--- config.mk ---
export PLATFORM = sky130hd
export DESIGN_NAME = au_serial_adder_ctrl
export DESIGN_NICKNAME = d
export VERILOG_FILES = /design/src/rtl/au_serial_adder_ctrl_pkg.sv /design/src/rtl/au_serial_adder_ctrl_lacg.sv /design/src/rtl/au_serial_adder_ctrl.sv
export SDC_FILE = /design/constraint.sdc
export NUM_CORES = 1
export LEC_CHECK = 0
export BUFFER_PORTS_ARGS = -buffer_cell sky130_fd_sc_hd__buf_2
export CAP_MARGIN = 10
export CORE_ASPECT_RATIO = 0.7
export CORE_MARGIN = 5
export CORE_UTILIZATION = 44
export CTS_BUF_LIST = sky130_fd_sc_hd__clkbuf_4 sky130_fd_sc_hd__clkbuf_8
export CTS_CLUSTER_SIZE = 40
export DETAILED_ROUTE_END_ITERATION = 8
export PLACE_DENSITY = 0.68
export SETUP_SLACK_MARGIN = 0.3
export SYNTH_ARGS = -nofsm -noshare
export SYNTH_HDL_FRONTEND = slang
export SYNTH_SLANG_ARGS = --single-unit
--- constraint.sdc ---
create_clock -name clk -period 2.35 [get_ports clk]
set_clock_uncertainty 0.05 [all_clocks]
set_input_delay 0.47 -clock clk [delete_from_list [all_inputs] [get_ports clk]]
set_output_delay 0.47 -clock clk [all_outputs]
set_load 0.1 [all_outputs]
--- src/rtl/au_serial_adder_ctrl_pkg.sv ---
// Shared AU definitions: nibble width of the lookahead slice and the
// controller state encodings.
package au_serial_adder_ctrl_pkg;

  localparam int AU_NIB_W = 4;

  typedef enum logic [1:0] {
    ST_IDLE = 2'd0,
    ST_RUN  = 2'd1,
    ST_DONE = 2'd2
  } au_state_e;

endpackage

--- src/rtl/au_serial_adder_ctrl_lacg.sv ---
// 4-bit lookahead carry slice (LACG): purely combinational sum and carry-out
// from generate/propagate terms.
module au_serial_adder_ctrl_lacg
  import au_serial_adder_ctrl_pkg::*;
(
  input  logic [AU_NIB_W-1:0] a,
  input  logic [AU_NIB_W-1:0] b,
  input  logic                ci,
  output logic [AU_NIB_W-1:0] s,
  output logic                co
);

  logic [AU_NIB_W-1:0] g, p, c;

  assign g = a & b;
  assign p = a ^ b;

  // All carries are flattened from ci so none of them ripple.
  assign c[0] = ci;
  assign c[1] = g[0] | (p[0] & ci);
  assign c[2] = g[1] | (p[1] & g[0]) | (p[1] & p[0] & ci);
  assign c[3] = g[2] | (p[2] & g[1]) | (p[2] & p[1] & g[0])
              | (p[2] & p[1] & p[0] & ci);
  assign co   = g[3] | (p[3] & g[2]) | (p[3] & p[2] & g[1])
              | (p[3] & p[2] & p[1] & g[0]) | (p[3] & p[2] & p[1] & p[0] & ci);

  assign s = p ^ c;

endmodule

--- src/rtl/au_serial_adder_ctrl.sv ---
// Serial WIDTH-bit add/subtract built on one 4-bit LACG slice, one nibble per
// clock LSB first, with valid/ready start and result handshakes.
module au_serial_adder_ctrl
  import au_serial_adder_ctrl_pkg::*;
#(
  parameter int WIDTH = 16
) (
  input  logic             clk,
  input  logic             rst_n,
  input  logic             clr,
  input  logic             start_valid,
  output logic             start_ready,
  input  logic [WIDTH-1:0] a,
  input  logic [WIDTH-1:0] b,
  input  logic             sub,
  input  logic             cin,
  output logic             res_valid,
  input  logic             res_ready,
  output logic [WIDTH-1:0] result,
  output logic             cout,
  output logic             ovf,
  output logic             busy
);

  localparam int NIB   = WIDTH / AU_NIB_W;
  localparam int IDX_W = (NIB > 1) ? $clog2(NIB) : 1;
  localparam logic [IDX_W-1:0] LAST_IDX = IDX_W'(NIB - 1);

  au_state_e            state, state_nxt;
  logic [WIDTH-1:0]     a_r, b_r;
  logic                 carry_r;
  logic [IDX_W-1:0]     idx;
  logic [AU_NIB_W-1:0]  nib_a, nib_b, nib_s;
  logic                 nib_c;
  logic                 accept, last;

  assign accept = (state == ST_IDLE) & start_valid & ~clr;
  assign last   = (idx == LAST_IDX);
  assign nib_a  = a_r[idx*AU_NIB_W +: AU_NIB_W];
  assign nib_b  = b_r[idx*AU_NIB_W +: AU_NIB_W];

  au_serial_adder_ctrl_lacg u_lacg (
    .a  (nib_a),
    .b  (nib_b),
    .ci (carry_r),
    .s  (nib_s),
    .co (nib_c)
  );

  always_ff @(posedge clk or negedge rst_n) begin
    if (!rst_n) state <= ST_IDLE;
    else        state <= state_nxt;
  end

  always_comb begin
    state_nxt = state;
    if (clr) begin
      state_nxt = ST_IDLE;
    end else begin
      case (state)
        ST_IDLE: if (start_valid) state_nxt = ST_RUN;
        ST_RUN:  if (last)        state_nxt = ST_DONE;
        ST_DONE: if (res_ready)   state_nxt = ST_IDLE;
        default:                  state_nxt = ST_IDLE;
      endcase
    end
  end

  // Handshake/status outputs decode straight from the state flops.
  assign start_ready = (state == ST_IDLE);
  assign busy        = (state == ST_RUN);
  assign res_valid   = (state == ST_DONE);

  always_ff @(posedge clk or negedge rst_n) begin
    if (!rst_n) begin
      a_r     <= '0;
      b_r     <= '0;
      carry_r <= 1'b0;
      idx     <= '0;
      result  <= '0;
      cout    <= 1'b0;
      ovf     <= 1'b0;
    end else if (clr) begin
      if (state == ST_RUN) begin
        result <= '0;
        cout   <= 1'b0;
        ovf    <= 1'b0;
      end
    end else if (accept) begin
      // Subtract is a + ~b + 1, so the operand is inverted once at capture.
      a_r     <= a;
      b_r     <= sub ? ~b : b;
      carry_r <= sub ? 1'b1 : cin;
      idx     <= '0;
      result  <= '0;
    end else if (state == ST_RUN) begin
      result[idx*AU_NIB_W +: AU_NIB_W] <= nib_s;
      carry_r <= nib_c;
      idx     <= idx + 1'b1;
      if (last) begin
        cout <= nib_c;
        ovf  <= (a_r[WIDTH-1] == b_r[WIDTH-1]) & (nib_s[AU_NIB_W-1] != a_r[WIDTH-1]);
      end
    end
  end

endmodule

* Yosys cells after proc, flatten, opt, wreduce, memory -nomap -nowiden
Cells that the tools add are included.
** Storage, ports and cells
- Bits of input ports :: 39
- Bits in registers :: 55
- Output and inout bits :: 21
- Word-level logic and storage cells :: 91
** Cells by class
- Shift operators :: 4
- Reduce and logical (&&, ||, !) cells :: 8
- Mux-type cells :: 25
- Bitwise logic cells :: 34
- Equality and inequality tests :: 10
- Add/sub/neg operators :: 2
** Operators by type and width (number)
- 16-bit two-way mux :: 5
- 4-bit negator with 34-bit output :: 1
- 4-bit by 34-bit variable shift with 16-bit output, first input constant :: 1
- 4-bit by 34-bit indexed part select with 16-bit output :: 1
- 16-bit by 5-bit indexed part select with 4-bit output :: 2
- 1-bit AND :: 19
- 16-bit bitwise mux :: 1
- 16-bit inverter :: 1
- 1-bit two-way mux :: 12
- 2-bit two-way mux :: 6
- 1-bit OR :: 10
- 4-bit bitwise XOR :: 2
- 3-bit by 2-bit inequality test with 1-bit output, second input constant :: 2
- 2-bit one-hot mux with 3 select lines :: 1
- 2-bit AND reduction :: 3
- 3-bit AND reduction :: 2
- 4-bit AND :: 1
- 2-bit equality test, second input constant :: 2
- 2-bit nonzero test :: 2
- 3-bit inequality test, second input constant :: 1
- 2-bit by 1-bit adder with 2-bit output, second input constant :: 1
- 2-bit by 1-bit equality test with 1-bit output, second input constant :: 1
- 2-bit logical NOT :: 1
- 2-bit by 1-bit inequality test with 1-bit output, second input constant :: 1
- 4 further kinds :: 4

* Logic depth before layout (Yosys ltp)
- Word-level depth :: 13
- Gate-level depth with buffers :: 8
- Depth with buffers taken out :: 6

* Hierarchy
Synthesis repeated with hierarchy kept, for this count alone.
** Second synthesis, totals
- Cell total of the unflattened synthesis :: 284
- Area total of the unflattened synthesis :: 2890.3 um2
** Modules (own cells, without submodules)
- au_serial_adder_ctrl :: cells an instance 267, seq. area each 1376.3 um2, instances 1, area an instance 2742.6 um2
- au_serial_adder_ctrl_lacg :: cells an instance 17, seq. area each 0.0 um2, instances 1, area an instance 147.6 um2

* Worst setup path before layout
No wires, ideal clock.
- Path kind :: reg-to-reg
- Start :: register idx[0]
- End :: register ovf
- Data required time :: 2.213 ns
- Cell stages (with the launch flop) :: 9
- Path slack :: -0.232 ns
- Arrival :: 2.446 ns
- Setup time :: 0.087 ns
- Cell sequence :: dfrtp_1 buf_2 buf_2 mux4_2 ha_1 o21ai_0 o21a_1 or3_1 o211ai_1
** On the way
- Word-level cells in the longest chain between the ends :: 13
- Elaborated cells on any way between the ends :: 22
- Those cells by class :: eq/ne (2); shift (2); mux (4); bitwise (12); reduce/logical (2)
** RTL lines
- start: declaration :: line au_serial_adder_ctrl.sv:32 : logic [IDX_W-1:0] idx;
- start signal: assignment :: line au_serial_adder_ctrl.sv:99 : idx <= idx + 1'b1;
- 16-bit by 5-bit indexed part select with 4-bit output, on equally long branches :: line au_serial_adder_ctrl.sv:39, au_serial_adder_ctrl.sv:40
- 4-bit bitwise XOR or 4-bit AND (tied branches) :: line au_serial_adder_ctrl_lacg.sv:16, au_serial_adder_ctrl_lacg.sv:15
- 1-bit AND, on equally long branches :: line au_serial_adder_ctrl_lacg.sv:22, au_serial_adder_ctrl_lacg.sv:23
- 1-bit OR, or another cell as far along :: line au_serial_adder_ctrl_lacg.sv:22 : assign c[3] = g[2] | (p[2] & g[1]) | (p[2] & p[1] & g[0])
- 1-bit OR or 1-bit AND (tied branches) :: line au_serial_adder_ctrl_lacg.sv:22, au_serial_adder_ctrl_lacg.sv:23
- 1-bit OR :: line au_serial_adder_ctrl_lacg.sv:23 : | (p[2] & p[1] & p[0] & ci);
- 4-bit bitwise XOR :: line au_serial_adder_ctrl_lacg.sv:27 : assign s = p ^ c;
- 1-bit inequality test :: line au_serial_adder_ctrl.sv:102 : ovf <= (a_r[WIDTH-1] == b_r[WIDTH-1]) & (nib_s[AU_NIB_W-1] != a_r[WIDTH-1]);
- 1-bit AND :: line au_serial_adder_ctrl.sv:102
- 1-bit two-way mux :: line au_serial_adder_ctrl.sv:100 : if (last) begin
- 1-bit two-way mux :: line au_serial_adder_ctrl.sv:96 : end else if (state == ST_RUN) begin
- 1-bit two-way mux :: line au_serial_adder_ctrl.sv:89 : end else if (accept) begin
- 1-bit two-way mux :: line au_serial_adder_ctrl.sv:83 : end else if (clr) begin
- end signal: assignment :: line au_serial_adder_ctrl.sv:102
- end: declaration :: line au_serial_adder_ctrl.sv:21 : output logic ovf,
Several ways; a longest one is shown, not always the timed one. The select of a mux whose other input is x is not followed.
A chain may end at the register's enable or synchronous reset.

* Worst setup path in the final report
Ends and elaborated chain as after synthesis.

==> flow_summary.toml <==
[synth]
synth_nets = 295
yosysSeqAreaShare = 0.488
synth_top_flop_cell = "dfrtp_1"
synthDistinctLibCells = 38
synth_edf_count = 0
yosysTopAreaCell = "dfrtp_1"
synthTopCellsByArea = "dfrtp_1 (49%), mux2_2 (6.4%), mux4_2 (6.4%), xnor2_1 (5.6%), ha_1 (4.9%)"
synth_seq_cells = 55
synthCells = 244
synth_top_area_share = 0.488
ys_warn_count = 0
synth_area_per_cell_um2 = 11.6
synth_area_um2 = 2820
ys_async_sr_fraction = 1.00

[clock_network]
cts_htree_levels = 2
path_clk_slew_ps = 90
cts_tree = "done"
clock_sinks = 55
numCtsBuffers = 5
worstSkewPairLatency_ps = 310
cts_buffer_depth = 2
root_buffer = "clkbuf_8"

[timing]
setup_viol = 1
whs_ps = 344
max_clock_freq_ghz = 0.423
min_period_ps = 2360
slew_headroom = 0.673
period_share = 1.01
rsz0062_at_grt = "true"
worst_slack_ps = -13.1
worstMarginPinSlew_ps = 494
drv_slew = 0
finalHoldViolations = 0

[floorplanning]
ios = 60
dieHeight_um = 77.0
rows = 24
coreArea_um2 = 6220
start_util = 0.454
die_w_um = 106
die_area_um2 = 8130

[setup_path]
crit_required_ps = 2520
cpPeakStageDelay_ps = 570
crit_path_end_kind = "register"
critPathSlowestCell = "mux4_2"
cp_max_fo = 5
critPathKind = "register to register"
path_cells = "buf_4, mux4_2, ha_4, a211oi_1, o21a_1, or3_4, o211ai_1"
start_kind = "register"
arrival_ps = 2540

[detailed_routing]
drc = 0
via_per_inst = 5.21
vias = 2016
dr.pass1.iters = 4
wl_um = 5920
drt_iter0_markers = 95
wl_per_cell_um = 15.3
ant_nets = 0

[finish]
antenna_cells = 0
final_cells = 387
fin_nets = 359
num-fill-cells = 578
area_delta_synth_final_pct = 20.5
drive_above_1_share = 0.369

[global_route]
grt.total_usage = 0.152
grt_max_degree = 52
gr-total-overflow = 0
grt_pass1_wl_um = 10100
grt_pass1_vias = 2056
grt_antenna_before_repair = 0

[place]
dpl.hpwl_um = 4520
place_inst = 378
place.gp.congestion = 0.793
io_buffer_count = 59

[power_and_ir_drop]
p_leak_nw = 1.53
vdd_ir_drop_max_v = 0.000521
pwr_density_cell_nw_per_um2 = 1290

[flow_run]
max_cap_viol_count = 0

[outcome]
violations = "negative setup slack"
outcome = "complete, but fails checks"

[worst_hold_path]
min_path_type = "input pin to register"
-- report_power, final --
| part | total (mW) | internal [mW] | switching, mW |
|---|---|---|---|
| Sequential | 1.34 | 1.16 | 0.180 |
| Clock | 0.579 | 0.269 | 0.310 |
| Combinational | 2.45 | 1.07 | 1.38 |
-- what timing repair did --
item	CTS	global route
endpoints found under the hold margin	1	0
buffers inserted	0	0
resized for setup	5	0
setup endpoints to repair	21	20
pin swaps	1	0
hold buffers	1	0
-- flip-flops by register name, indices dropped and copies added, names as in the netlist --
signal   count
ovf          1
cout         1
idx          2
a_r         16
state        2
carry_r      1
b_r         16
result      16
-- synth_stat cells, types with 3 or more instances --
cell type  count
dfrtp_1       55
nor2_1        26
a21oi_1       19
xnor2_1       18
mux2_2        16
o21ai_0       14
nand2_1       13
ha_1          11
a22o_1         9
buf_2          9
mux4_2         8
a21o_1         5
inv_1          4
o21ai_1        4
nand4_1        3
-- per-stage QoR --
stage                     power (mW)   util  TNS, ps  cell area (um^2)  setup slack (ps)
final                           4.37  0.546    -13.1              3400             -13.1
after global routing            4.64  0.546     -414              3400             -86.2
after CTS                       4.39  0.546    -22.7              3400             -22.7
after detailed placement        3.76  0.526        0              3270              15.0
after global placement          3.69  0.526        0              3270              57.2
after floorplan                 3.04      -    -8.29              2880             -8.29
-- kinds of logic (layout without fill, tap and decap cells) --
logic type               count (synthesis)  in the layout  share of synthesized area
AO/OA/AOI/OAI                           58             58                      0.126
multiplexers                            24             24                      0.128
AND/OR/NAND/NOR                         59             59                      0.112
XOR/XNOR                                18             18                     0.0559
buffers and inverters                   18             83                     0.0346
flip-flops                              55             55                      0.488
adder cells (fa/ha/maj)                 12             12                     0.0559
-- final timing paths --
| check | from | to | slack (ps) | depth (start not counted) |
|---|---|---|---|---|
| worst max-delay path | idx[0] | ovf | -10 | 7 |
| worst min-delay path | a[7] | a_r[7] | 340 | 2 |
| worst max register to register | idx[0] | ovf | -10 | 7 |
| worst min register to register | result[1] | result[1] | 430 | 2 |
| max in group asynchronous | rst_n | idx[0] | 1300 | 3 |
| min in group asynchronous | rst_n | state[1] | 430 | 2 |
-- routing by layer --
layer / share of wire / track usage
met3: 0.056 / 0.0344
met4: 0.0049 / 0.0272
met1: 0.51 / 0.229
met5: 0 / 0
met2: 0.43 / 0.228
-- critical path, delay by kind of cell (launching register included) --
kind	cells	cell delay [ps]
compound gates	3	460
fa+ha+maj	1	310
buf+inv	1	140
flops	1	390
mux	1	570
simple gates	1	370
-- cell usage in the layout (no fill, tap or decap), types with 2 or more instances in the layout --
cell type,n
ha_1,8
ha_4,3
a22o_1,9
o21ai_0,11
clkbuf_8,7
o21ai_1,7
dfrtp_1,55
o211ai_1,2
nand3_1,2
a21o_1,5
nor2_1,25
xnor2_1,18
a21oi_1,18
buf_4,12
mux4_2,8
inv_1,4
nand4_1,3
buf_2,57
mux2_2,16
nand2_1,13
and4_1,2
-- layout make-up --
cell class | instances | area, um^2 | area share
sequential | 55 | 1380 | 0.405
inverter | 4 | 15.0 | 0.00442
multi-input combinational | 171 | 1400 | 0.412
clock inverter | 1 | 7.51 | 0.00221
timing repair buffer | 71 | 405 | 0.119
clock buffer | 7 | 96.3 | 0.0284
tap | 78 | 97.6 | 0.0287
(Power assumes the default switching activity.)
